## config.mk

```make
export PLATFORM = sky130hd
export DESIGN_NAME = switch_output_arbiter_flat
export DESIGN_NICKNAME = d
export VERILOG_FILES = /design/src/rtl/switch_output_arbiter_if.sv /design/src/rtl/switch_output_arbiter.sv /design/src/flat_wrapper.sv
export SDC_FILE = /design/constraint.sdc
export NUM_CORES = 1
export LEC_CHECK = 0
export BUFFER_PORTS_ARGS = -buffer_cell sky130_fd_sc_hd__buf_2
export CORE_AREA = 2 2 233 235
export CTS_CLUSTER_SIZE = 10
export DETAILED_ROUTE_END_ITERATION = 16
export DIE_AREA = 0 0 235 237
export SLEW_MARGIN = 10
export SYNTH_ARGS = -nofsm -noshare
export SYNTH_HDL_FRONTEND = slang
export SYNTH_SLANG_ARGS = --single-unit
export TNS_END_PERCENT = 10
```

## constraint.sdc

```tcl
create_clock -name clk -period 2.3 [get_ports clk]
set_input_delay 0.115 -clock clk [delete_from_list [all_inputs] [get_ports clk]]
set_output_delay 0.115 -clock clk [all_outputs]
set_load 0.01 [all_outputs]
```

## src/rtl/switch_output_arbiter_if.sv

```systemverilog
// rtl/switch_output_arbiter_if.sv - handshake bundle between requesting inputs, arbiter and downstream sink
// Signals:
//   req/req_last/req_data  per-input beat request, last flag and data (into the arbiter)
//   grant                  one-hot pop strobe back to the inputs
//   out_valid/out_data     registered output beat
//   out_ready              downstream acceptance
//   owner/busy             current grant holder and LOCK indication
// Modports: master = traffic source/sink side, slave = arbiter side.
interface switch_output_arbiter_if #(
    parameter int INPUT_QTY  = 8,
    parameter int DATA_WIDTH = 64
);
    localparam int OWN_W = (INPUT_QTY > 1) ? $clog2(INPUT_QTY) : 1;

    logic [INPUT_QTY-1:0]                 req;
    logic [INPUT_QTY-1:0]                 req_last;
    logic [INPUT_QTY-1:0][DATA_WIDTH-1:0] req_data;
    logic [INPUT_QTY-1:0]                 grant;
    logic                                 out_valid;
    logic [DATA_WIDTH-1:0]                out_data;
    logic                                 out_ready;
    logic [OWN_W-1:0]                     owner;
    logic                                 busy;

    modport master (
        output req, req_last, req_data, out_ready,
        input  grant, out_valid, out_data, owner, busy
    );

    modport slave (
        input  req, req_last, req_data, out_ready,
        output grant, out_valid, out_data, owner, busy
    );
endinterface

```

## src/rtl/switch_output_arbiter.sv

```systemverilog
// rtl/switch_output_arbiter.sv - packet-aware output arbiter with burst cap and registered output
// Ports:
//   clk    single clock, rising edge
//   reset  asynchronous active-high reset
//   bus    switch_output_arbiter_if.slave (req/req_last/req_data in, grant/out_* /owner/busy out)
// Parameters: INPUT_QTY requesters, DATA_WIDTH beat width, MAX_BURST beats per grant.
// Option: define SWITCH_ARB_RR_EN for round-robin selection; otherwise lowest index wins.
module switch_output_arbiter #(
    parameter int INPUT_QTY  = 8,
    parameter int DATA_WIDTH = 64,
    parameter int MAX_BURST  = 4
) (
    input  logic                    clk,
    input  logic                    reset,
    switch_output_arbiter_if.slave  bus
);
    localparam int OWN_W = (INPUT_QTY > 1) ? $clog2(INPUT_QTY) : 1;
    localparam int CNT_W = (MAX_BURST > 1) ? MAX_BURST : 1;
    localparam logic [CNT_W-1:0] BURST_LIMIT = CNT_W'(MAX_BURST);
    localparam logic [OWN_W-1:0] LAST_IDX    = OWN_W'(INPUT_QTY - 1);

    typedef enum logic {IDLE, LOCK} state_t;

    state_t                state_q, state_d;
    logic [OWN_W-1:0]      owner_q, owner_d;
    logic [CNT_W-1:0]      cnt_q, cnt_d;
    logic                  out_valid_q, out_valid_d;
    logic [DATA_WIDTH-1:0] out_data_q, out_data_d;

    logic [INPUT_QTY-1:0]  grant_v;
    logic                  beat_granted;
    logic [OWN_W-1:0]      winner;
    logic                  found;
    logic [OWN_W-1:0]      owner_next_idx;

`ifdef SWITCH_ARB_RR_EN
    logic [OWN_W-1:0]      ptr_q, ptr_d;
    int                    rr_sum;

    // First requester at or after the pointer, wrapping past the top index.
    always_comb begin
        winner = '0;
        found  = 1'b0;
        rr_sum = 0;
        for (int k = 0; k < INPUT_QTY; k++) begin
            rr_sum = int'(ptr_q) + k;
            if (rr_sum >= INPUT_QTY) begin
                rr_sum = rr_sum - INPUT_QTY;
            end
            if (!found && bus.req[OWN_W'(rr_sum)]) begin
                winner = OWN_W'(rr_sum);
                found  = 1'b1;
            end
        end
    end
`else
    // Lowest requesting index wins.
    always_comb begin
        winner = '0;
        found  = 1'b0;
        for (int k = 0; k < INPUT_QTY; k++) begin
            if (!found && bus.req[OWN_W'(k)]) begin
                winner = OWN_W'(k);
                found  = 1'b1;
            end
        end
    end
`endif

    assign owner_next_idx = (owner_q == LAST_IDX) ? '0 : owner_q + OWN_W'(1);

    // A beat is popped only when the output register is free or draining this cycle.
    always_comb begin
        grant_v = '0;
        if (state_q == LOCK && bus.req[owner_q] && (!out_valid_q || bus.out_ready)) begin
            grant_v[owner_q] = 1'b1;
        end
    end

    assign beat_granted = |grant_v;

    always_comb begin
        state_d     = state_q;
        owner_d     = owner_q;
        cnt_d       = cnt_q;
        out_valid_d = out_valid_q;
        out_data_d  = out_data_q;
`ifdef SWITCH_ARB_RR_EN
        ptr_d       = ptr_q;
`endif
        case (state_q)
            IDLE: begin
                if (found) begin
                    owner_d = winner;
                    cnt_d   = '0;
                    state_d = LOCK;
                end
            end
            LOCK: begin
                if (beat_granted) begin
                    cnt_d = cnt_q + CNT_W'(1);
                    if (bus.req_last[owner_q] || (cnt_q + CNT_W'(1)) == BURST_LIMIT) begin
                        state_d = IDLE;
                    end
                end else if (!bus.req[owner_q]) begin
                    // Owner went quiet: give the output up rather than stall others.
                    state_d = IDLE;
                end
`ifdef SWITCH_ARB_RR_EN
                if (state_d == IDLE) begin
                    ptr_d = owner_next_idx;
                end
`endif
            end
            default: state_d = IDLE;
        endcase

        if (beat_granted) begin
            out_valid_d = 1'b1;
            out_data_d  = bus.req_data[owner_q];
        end else if (out_valid_q && bus.out_ready) begin
            out_valid_d = 1'b0;
        end
    end

    always_ff @(posedge clk or posedge reset) begin
        if (reset) begin
            state_q     <= IDLE;
            owner_q     <= '0;
            cnt_q       <= '0;
            out_valid_q <= 1'b0;
            out_data_q  <= '0;
`ifdef SWITCH_ARB_RR_EN
            ptr_q       <= '0;
`endif
        end else begin
            state_q     <= state_d;
            owner_q     <= owner_d;
            cnt_q       <= cnt_d;
            out_valid_q <= out_valid_d;
            out_data_q  <= out_data_d;
`ifdef SWITCH_ARB_RR_EN
            ptr_q       <= ptr_d;
`endif
        end
    end

`ifndef SWITCH_ARB_RR_EN
    logic unused_next_idx;
    assign unused_next_idx = ^owner_next_idx;
`endif

    assign bus.grant     = grant_v;
    assign bus.out_valid = out_valid_q;
    assign bus.out_data  = out_data_q;
    assign bus.busy      = (state_q == LOCK);
    assign bus.owner     = (state_q == LOCK) ? owner_q : '0;
endmodule

```

## src/flat_wrapper.sv

```systemverilog
// flat-port wrapper written by rule: the top's interface ports become plain ports
module switch_output_arbiter_flat 
#(
    parameter int INPUT_QTY  = 8,
    parameter int DATA_WIDTH = 64,
    parameter int MAX_BURST  = 4
)
  (clk, reset, bus_req, bus_req_last, bus_req_data, bus_out_ready, bus_grant, bus_out_valid, bus_out_data, bus_owner, bus_busy);
  switch_output_arbiter_if #(.INPUT_QTY(INPUT_QTY), .DATA_WIDTH(DATA_WIDTH)) bus_i ();
  input  logic clk;
  input  logic reset;
  input wire logic [$bits(bus_i.req)-1:0] bus_req;
  input wire logic [$bits(bus_i.req_last)-1:0] bus_req_last;
  input wire logic [$bits(bus_i.req_data)-1:0] bus_req_data;
  input wire logic [$bits(bus_i.out_ready)-1:0] bus_out_ready;
  output wire logic [$bits(bus_i.grant)-1:0] bus_grant;
  output wire logic [$bits(bus_i.out_valid)-1:0] bus_out_valid;
  output wire logic [$bits(bus_i.out_data)-1:0] bus_out_data;
  output wire logic [$bits(bus_i.owner)-1:0] bus_owner;
  output wire logic [$bits(bus_i.busy)-1:0] bus_busy;
  assign bus_i.req = bus_req;
  assign bus_i.req_last = bus_req_last;
  assign bus_i.req_data = bus_req_data;
  assign bus_i.out_ready = bus_out_ready;
  assign bus_grant = bus_i.grant;
  assign bus_out_valid = bus_i.out_valid;
  assign bus_out_data = bus_i.out_data;
  assign bus_owner = bus_i.owner;
  assign bus_busy = bus_i.busy;
  switch_output_arbiter #(.INPUT_QTY(INPUT_QTY), .DATA_WIDTH(DATA_WIDTH), .MAX_BURST(MAX_BURST)) u_core (.clk(clk), .reset(reset), .bus(bus_i));
endmodule
```

==> results.ini, run 1 <==
[timing]
worst_slack_ns = 0.331
setup_tns_ns = 0
clock_skew_ns = 0.00502
fin_crit_ns = 1.97
grt_setup_unrepaired = no
timing.final.crit_share_pct = 85.6
max_freq_mhz = 508
setup_viol = 0
final_hold_viol_count = 0
slew_viol_final = 0

[clock_tree]
h-tree-depth = 3
cts_buffers = 9
cts_setup_buffers = 0
cts.path.max_buffers = 2
clkSinkCount = 72
cts_root_buffer = clkbuf_16
cts_tree = yes
clk_pin_slew_ns = 0.06
insertion_delay_ns = 0.37

[logic_synthesis]
synth_common_cells = dfrtp_1 (72), mux4_2 (65), mux2_2 (39)
synth-async-reset-ratio_pct = 100
synth_ff_type = dfrtp_1
avgSynthCellArea_sq_um = 16.4
ys_warn_count = 0
ys_ff_latch = 72
yosysMostFrequentCell = dfrtp_1
ys_top_cells_by_area = dfrtp_1 (39%), mux4_2 (32%), mux2_2 (9.5%)
synth_top_cell_area_share_pct = 39.2
synth_edf_count = 0
synth_top_area_cell = dfrtp_1
ys_types = 32
synth_area_sq_um = 4600
synth_cells = 280
ys_seq_area_share_pct = 39.2

[route]
wl_per_cell_um = 14.4
postRouteAntennaNets = 0
firstDrtPassIters = 4
drtIter0Drc = 101
postRouteWirelength_mm = 18.9
vias = 4023
via_per_inst = 3.05
drc_errors = 0

[setup_path]
crit_buf_inv = 1
path_depth = 5
cp-start-kind = flop
critPathKind = flop to flop
critPathArrivalTime_ns = 2.22
cp_top_family = flip-flops
crit_path_cell_trace = nor2b_1, a22oi_4, nor2_4, buf_12, mux2_2
path_max_fanout = 32
r2r_cells = 5
slowest_delay_ns = 0.58
crit_slowest_cell = dfrtp_4
cp-end-kind = flop
crit_required_ns = 2.55

[power]
switching_share_pct = 35.9
p_leak_uw = 0.00333
power.switching_uw = 3250
p_clk_share_pct = 16.5
seq_power_share_pct = 26.1
irDropWorstVdd_mv = 0.467
powerDensity_nw_per_um2 = 1210
intPower_uw = 5800
power_frac_comb_pct = 57.4
power_uw = 9050

[final_layout]
area_delta_synth_final_pct = 62.5
fin_util_pct = 14.0
num-fill-cells = 5980
finish.net_count = 1148
drive_above_1_share_pct = 80.3

[placement]
dp_hpwl_mm = 15.8
place_ws_ns = 0.328
place_congestion = 0.759
portBuffers = 338

[grt]
grt_max_degree = 56
grt-ovfl-total = 0
grt_usage_pct = 6.84
antenna_found_initial = 11
grt_pass1_wl_mm = 27.3
first_global_vias = 4329

[floorplanning]
num_rows = 85
initial_core_util_pct = 8.63
ios = 608
die_w_um = 235
die_h_um = 237
die_area_sq_um = 55700
core_area_sq_um = 53300

[flow_run]
cap_violations = 0

[hold_path]
hold_path_depth = 3
min_path_type = input pin to flop

[outcome]
status = finished, final reports clean

## layout by cell type (no fill, tap or decap), types with 2 or more instances in the layout
| master | netlist | routed |
|---|---|---|
| nor3_1 | 2 | 2 |
| nor2_1 | 8 | 8 |
| nand2b_1 | 3 | 3 |
| diode_2 | 0 | 3 |
| conb_1 | 1 | 5 |
| a21oi_1 | 3 | 3 |
| inv_1 | 3 | 2 |
| mux2_4 | 28 | 28 |
| clkbuf_16 | 0 | 9 |
| clkbuf_8 | 0 | 2 |
| mux2_2 | 39 | 39 |
| o22a_1 | 2 | 2 |
| buf_2 | 10 | 338 |
| nand2_1 | 5 | 5 |
| clkinv_2 | 0 | 3 |
| ha_1 | 2 | 2 |
| buf_12 | 0 | 6 |
| dfrtp_4 | 0 | 2 |
| buf_4 | 5 | 2 |
| clkbuf_1 | 6 | 2 |
| and2_1 | 3 | 3 |
| nor2b_1 | 3 | 3 |
| a22o_1 | 2 | 2 |
| dfrtp_1 | 72 | 70 |
| a21o_1 | 2 | 2 |
| mux4_2 | 65 | 65 |
## metrics by stage
step                      cells  hold slack (ns)  instance area [sq um]
final                      1319           0.0964                   7470
after global routing       1316           0.0902                   7470
after CTS                  1316           0.0583                   7470
after detailed placement   1299           0.0398                   7160
after global placement     1299           0.0386                   7160
after floorplan             284            0.348                   4610
## tightest hold or removal path, delay by kind of cell
family,cells,cell delay [ns]
buf+inv,1,0.10
simple gates,1,0.05
compound gates,1,0.16
## what timing repair did
action,4_1_cts,5_1_grt
hold endpoints to repair,41,0
hold buffers,1,0
resized for setup,0,0
## layer usage
metal | part of all wire, % | wire, um | up-vias | track usage [%]
li1 | - | - | 1782 | -
met1 | 39 | 7290 | 1977 | 7.42
met2 | 49 | 9360 | 229 | 11.5
met3 | 9.7 | 1830 | 27 | 3.03
met4 | 2.2 | 409 | 8 | 3.01
met5 | 0.29 | 54 | - | 0
## cells by family after synthesis
kind of cell / share of synthesized area [%]
AO/OA/AOI/OAI: 2.50
flip-flops: 39.2
XOR/XNOR: 0.190
AND/OR/NAND/NOR: 3.05
other: 0.0815
buffers and inverters: 3.94
multiplexers: 50.5
adder cells (fa/ha/maj): 0.544
## state kept, by name, indices dropped and copies added, names as in the netlist
name                  cells
u_core.bus.busy           1
u_core.bus.out_data      64
u_core.bus.out_valid      1
u_core.cnt_q              4
u_core.owner_q            2
## cell type report
class | instances | area [sq um] | share of cell area (%)
clock buffer | 13 | 260 | 3.48
tap | 696 | 871 | 11.7
inverter | 3 | 12.5 | 0.167
antenna | 3 | 7.51 | 0.100
timing repair buffer | 347 | 1840 | 24.6
clock inverter | 3 | 40.0 | 0.536
multi-input combinational | 182 | 2640 | 35.3
sequential | 72 | 1810 | 24.2
## final timing paths
check                                              from                 endpoint  slack (ns)
worst max register to register        u_core.owner_q[1]  u_core.bus.out_data[37]        0.33
worst min-delay path                         bus_req[0]        u_core.owner_q[1]         0.1
min in group asynchronous                         reset  u_core.bus.out_data[20]        0.19
worst max-delay path                  u_core.owner_q[1]  u_core.bus.out_data[37]        0.33
worst min register to register  u_core.bus.out_data[59]  u_core.bus.out_data[59]        0.50
max in group asynchronous                         reset        u_core.owner_q[0]        1.36
## power by group through the flow
stage	Clock, uW	Combinational, uW	Sequential [uW]
after floorplan	0	3410	2570
after global placement	0	5240	2350
after detailed placement	0	5320	2380
after CTS	1600	5340	2370
after global routing	1640	5630	2470
final	1500	5200	2360
No activity file was read; power rests on OpenSTA's default activity.
==> run 2: changes to the inputs <==
--- a/config.mk
+++ b/config.mk
@@ -5,11 +5,11 @@
 export SDC_FILE = /design/constraint.sdc
 export NUM_CORES = 1
 export LEC_CHECK = 0
-export BUFFER_PORTS_ARGS = -buffer_cell sky130_fd_sc_hd__buf_2
-export CORE_AREA = 2 2 233 235
+export CORE_AREA = 2 2 236 238
 export CTS_CLUSTER_SIZE = 10
 export DETAILED_ROUTE_END_ITERATION = 16
-export DIE_AREA = 0 0 235 237
+export DIE_AREA = 0 0 238 240
+export DONT_BUFFER_PORTS = 1
 export SLEW_MARGIN = 10
 export SYNTH_ARGS = -nofsm -noshare
 export SYNTH_HDL_FRONTEND = slang
==> results.ini, run 2 (synthesis results as in run 1) <==
[outcome]
status = finished, final reports clean

[grt]
met3_usage_pct = 4.04  ; +1.0 points
grt-ovfl-total = 0  ; unchanged
grt_pass1_wl_mm = 22.5  ; -18%
grt_max_degree = 43  ; -23%
grt_usage_pct = 6.01  ; -0.82 points
grt.busiest_layer = met2
antenna_found_initial = 19  ; +8
use_met1_pct = 5.59  ; -1.8 points
first_global_vias = 3201  ; -26%
grt_util_met2_pct = 9.62  ; -1.9 points

[timing]
worst_slack_ns = 0.323  ; -0.00814 ns
setup_tns_ns = 0  ; unchanged
final_hold_viol_count = 0  ; unchanged
max-slew-margin-rel_pct = 59.6
clock_skew_ns = 0.00948  ; +0.00446 ns
worstMarginPinSlew_ns = 0.606
setup_viol = 0  ; unchanged
fin_crit_ns = 1.98  ; +0.00814 ns
timing.final.crit_share_pct = 86.0  ; +0.35 points
grt_setup_unrepaired = no
holdWs_ns = 0.105  ; +0.00848 ns
slew_viol_final = 0  ; unchanged
max_freq_mhz = 506  ; -0.41%

[hold_path]
min_to = u_core.bus.out_data[40]
hp-start = bus_req_data[40]
hold_path_depth = 2  ; -1
min_path_type = input pin to flop

[final_layout]
fin_util_pct = 10.7  ; -3.3 points
drive_above_1_share_pct = 55.9  ; -24 points
layout_common_cells = dfrtp_1 (70), mux4_2 (65), mux2_2 (39)
area_delta_synth_final_pct = 27.6
finish.net_count = 816  ; -29%
num-fill-cells = 6193  ; +3.6%
largest_register_ffs = 64  ; unchanged
final_common_cell = dfrtp_1

[setup_path]
reg2reg_to = u_core.bus.out_data[33]
cp-end-kind = flop
crit_required_ns = 2.55  ; about the same
r2r_slack_ns = 0.32  ; about the same
path_max_fanout = 28  ; -13%
cp-start-kind = flop
critPathKind = flop to flop
critPathArrivalTime_ns = 2.23  ; about the same
worstReg2RegStart = u_core.owner_q[0]
r2r_cells = 3  ; -2

[route]
drtIter0Drc = 75  ; -26%
postRouteAntennaNets = 0  ; unchanged
drc_errors = 0  ; unchanged
via_per_inst = 2.84  ; -6.8%
wl_per_cell_um = 17.6  ; +23%
vias = 2838  ; -29%
postRouteWirelength_mm = 17.6  ; -7.1%
firstDrtPassIters = 4  ; unchanged

[power]
irDropWorstVdd_mv = 0.995  ; +110%
p_leak_uw = 0.00202  ; -39%
powerDensity_nw_per_um2 = 1430  ; +18%
power_uw = 8410  ; -7.1%

[floorplanning]
num_rows = 86  ; +1.2%
die_w_um = 238  ; +1.3%
ios = 608  ; unchanged
core_area_sq_um = 54700  ; +2.6%
die_h_um = 240  ; +1.3%
initial_core_util_pct = 8.41  ; -0.22 points
die_area_sq_um = 57100  ; +2.6%

[clock_tree]
cts_tree = yes
insertion_delay_ns = 0.37  ; about the same
cts-resized-gates = 0  ; unchanged
cts_root_buffer = clkbuf_16
h-tree-depth = 3  ; unchanged
cts_setup_buffers = 0  ; unchanged
clkSinkCount = 72  ; unchanged
cts_buffers = 9  ; unchanged
cts.path.max_buffers = 2  ; unchanged
clk_pin_slew_ns = 0.07  ; about the same
cts_hold_buf = 7  ; +6

[placement]
dp_hpwl_mm = 14.5  ; -8.3%
place_congestion = 0.745  ; -1.8%
portBuffers = 0  ; -100%
place_ws_ns = 0.306  ; -0.0227 ns

[flow_run]
cap_violations = 0  ; unchanged

==> run 2: cell count changes in the layout (fill, tap and decap cells not counted), sizes merged <==
cell         change
buf            -338
bufinv           +1
clkbuf           -1
clkinv           -3
clkinvlp         +1
diode            +3
dlygate4sd3      +6
inv              +2
==> run 2: power by group <==
part	total, uW	leakage [uW]	switching [uW]	internal (uW)
Sequential	2780	0.000852	828	1950
Combinational	3980	0.00101	1600	2380
Clock	1650	0.000159	638	1010
Total	8410	0.00202	3070	5350
==> run 2: critical path, cell delays in order (launching register included) <==
cell,delay (ns)
dfrtp_4,0.45
buf_4,0.46
mux4_2,0.64
mux2_2,0.29
==> run 2: worst max-delay path by stage <==
stage	start	end	slack [ns]	cells after the start
6_report	u_core.owner_q[0]	u_core.bus.out_data[33]	0.32	3
5_1_grt	u_core.owner_q[0]	u_core.bus.out_data[32]	0.21	3
4_1_cts	u_core.owner_q[0]	u_core.bus.out_data[33]	0.28	3
3_5_place_dp	u_core.owner_q[0]	u_core.bus.out_data[33]	0.31	3
3_3_place_gp	u_core.owner_q[0]	u_core.bus.out_data[32]	0.34	3
2_1_floorplan	reset	u_core.bus.busy	0.36	1
==> run 2: routing by layer <==
metal / wire, um / vias to the layer above
met4: 821 / 10
met1: 6060 / 1409
li1: - / 1120
met5: 73 / -
met3: 2510 / 41
met2: 8130 / 258
==> run 2: stage by stage <==
step,area [sq um],cells
after floorplan,4610,284
after global placement,5450,969
after detailed placement,5450,969
after CTS,5850,992
after global routing,5870,997
final,5870,998
==> run 2: final cells by class <==
class                      count  area (sq um)  share of cell area (%)
sequential                    72          1810                    30.8
inverter                       3          13.8                   0.235
clock inverter                 4          76.3                    1.30
timing repair buffer          15           180                    3.07
tap                          704           881                    15.0
multi-input combinational    182          2640                    44.9
clock buffer                  12           256                    4.37
antenna                        6          15.0                   0.256
==> run 3: changes to the inputs <==
==> constraint.sdc (replaced) <==
create_clock -name clk -period 2.3 [get_ports clk]
set_input_delay 0.23 -clock clk [delete_from_list [all_inputs] [get_ports clk]]
set_output_delay 0.23 -clock clk [all_outputs]
set_load 0.01 [all_outputs]
==> results.ini, run 3 (synthesis results as in run 1) <==
[outcome]
status = finished, final reports clean

[setup_path]
r2r_slack_ns = 0.36  ; +0.03 ns
critPathKind = flop to flop
cp-end-kind = flop
reg2reg_to = u_core.bus.out_data[1]
r2r_cells = 5  ; +2
critPathArrivalTime_ns = 2.19  ; -0.04 ns
cp-start-kind = flop
path_max_fanout = 40  ; +43%
crit_required_ns = 2.55  ; about the same
worstReg2RegStart = u_core.owner_q[0]

[floorplanning]
ios = 608  ; unchanged
die_area_sq_um = 57100  ; unchanged
num_rows = 86  ; unchanged
die_h_um = 240  ; unchanged
die_w_um = 238  ; unchanged
initial_core_util_pct = 8.41  ; unchanged
core_area_sq_um = 54700  ; unchanged

[flow_run]
cap_violations = 0  ; unchanged

[power]
irDropWorstVdd_mv = 1.15  ; +15%
powerDensity_nw_per_um2 = 1410  ; -1.3%
p_leak_uw = 0.00196  ; -3.0%

[timing]
fin_crit_ns = 1.94  ; -0.0343 ns
grt_setup_unrepaired = no
worstMarginPinSlew_ns = 0.659  ; +0.0535 ns
slew_viol_final = 0  ; unchanged
setup_viol = 0  ; unchanged
max_freq_mhz = 515  ; +1.8%
clock_skew_ns = 0.00513  ; -0.00435 ns
final_hold_viol_count = 0  ; unchanged
timing.final.crit_share_pct = 84.5  ; -1.5 points
worst_slack_ns = 0.357  ; +0.0343 ns
max-slew-margin-rel_pct = 56.0  ; -3.6 points
setup_tns_ns = 0  ; unchanged

[hold_path]
min_to = u_core.owner_q[1]
hold_path_depth = 2  ; unchanged
hp-start = bus_req[1]
min_path_type = input pin to flop

[final_layout]
layout_common_cells = dfrtp_1 (70), mux4_2 (65), mux2_2 (39)
drive_above_1_share_pct = 56.6  ; +0.68 points
largest_register_ffs = 64  ; unchanged
fin_util_pct = 10.5  ; -0.27 points
final_common_cell = dfrtp_1
area_delta_synth_final_pct = 24.4
finish.net_count = 810  ; -0.74%
final_area_sq_um = 5720  ; -2.5%

[clock_tree]
cts-resized-gates = 0  ; unchanged
cts_setup_buffers = 0  ; unchanged
cts_buffers = 9  ; unchanged
h-tree-depth = 3  ; unchanged
insertion_delay_ns = 0.37  ; about the same
clkSinkCount = 72  ; unchanged
cts_root_buffer = clkbuf_16
cts_tree = yes
clk_pin_slew_ns = 0.06  ; about the same
cts.path.max_buffers = 2  ; unchanged

[grt]
use_met1_pct = 5.96  ; +0.37 points
antenna_found_initial = 15  ; -4
first_global_vias = 3042  ; -5.0%
met3_usage_pct = 3.58  ; -0.46 points
grt_usage_pct = 6.02  ; about the same
grt_pass1_wl_mm = 22.4  ; about the same
grt-ovfl-total = 0  ; unchanged
grt_util_met2_pct = 9.59  ; -0.035 points
grt.busiest_layer = met2
grt_max_degree = 43  ; unchanged

[placement]
dp_hpwl_mm = 14.5  ; +0.24%
place_congestion = 0.733  ; -1.6%
placed_area_sq_um = 5450  ; unchanged
place_ws_ns = 0.346  ; +0.0403 ns
portBuffers = 0  ; unchanged

[route]
drc_errors = 0  ; unchanged
wl_per_cell_um = 17.8  ; +0.88%
postRouteWirelength_mm = 17.6  ; -0.23%
vias = 2818  ; -0.70%
postRouteAntennaNets = 0  ; unchanged
firstDrtPassIters = 4  ; unchanged
drtIter0Drc = 76  ; +1.3%
via_per_inst = 2.86  ; +0.40%

-- run 3: cell types whose count changed in the layout (fill, tap and decap cells not counted), sizes merged --
cell | before | now
inv | 4 | 3
diode | 6 | 2
clkinv | 0 | 3
clkbuf | 12 | 11
dlygate4sd3 | 7 | 1
bufinv | 2 | 0
-- run 3: per-layer routing --
layer	vias to the layer above	part of all wire, %
li1	1107	-
met1	1403	35
met2	263	46
met3	35	14
met4	10	3.7
met5	-	0.40
-- run 3: timing repair --
item	in CTS	in global routing
hold buffers	1	0
endpoints found under the hold margin	35	0
setup endpoints to repair	0	0
-- run 3: critical path, stage by stage, from the launching register on --
cell and delay [ns]:
dfrtp_4 0.51, mux2_4 0.34, a22oi_4 0.24, nor2_4 0.08, buf_12 0.19, mux2_4 0.36
-- run 3: metrics by stage --
stage | hold WS [ns] | std cells | total power [uW]
after floorplan | 0.463 | 284 | 5980
after global placement | 0.180 | 969 | 6760
after detailed placement | 0.181 | 969 | 6840
after CTS | 0.0443 | 985 | 8320
after global routing | 0.0653 | 987 | 8650
final | 0.0933 | 987 | 8090
-- run 3: worst max path at each step --
stage | start | to | slack [ns] | depth (start not counted)
after floorplan | reset | u_core.bus.busy | 0.25 | 1
after global placement | u_core.owner_q[0] | u_core.bus.out_data[33] | 0.37 | 3
after detailed placement | u_core.owner_q[0] | u_core.bus.out_data[33] | 0.35 | 3
after CTS | u_core.owner_q[0] | bus_grant[1] | 0.32 | 3
after global routing | u_core.owner_q[0] | bus_grant[3] | 0.22 | 3
final | u_core.owner_q[0] | u_core.bus.out_data[1] | 0.36 | 5
-- run 3: power breakdown --
group          internal [uW]  total, uW  switching, uW  leakage (uW)
Sequential              1950       2800            849      0.000852
Clock                    720       1370            649      0.000125
Combinational           2350       3930           1580      0.000979
Total                   5020       8090           3070       0.00196
-- run 3: area by class of cell --
type                       instances  area, sq um
clock inverter                     4         22.5
antenna                            2         5.00
multi-input combinational        182         2640
timing repair buffer               9          120
clock buffer                      11          233
fill                            6201        48900
tap                              704          881
inverter                           3         13.8
sequential                        72         1810
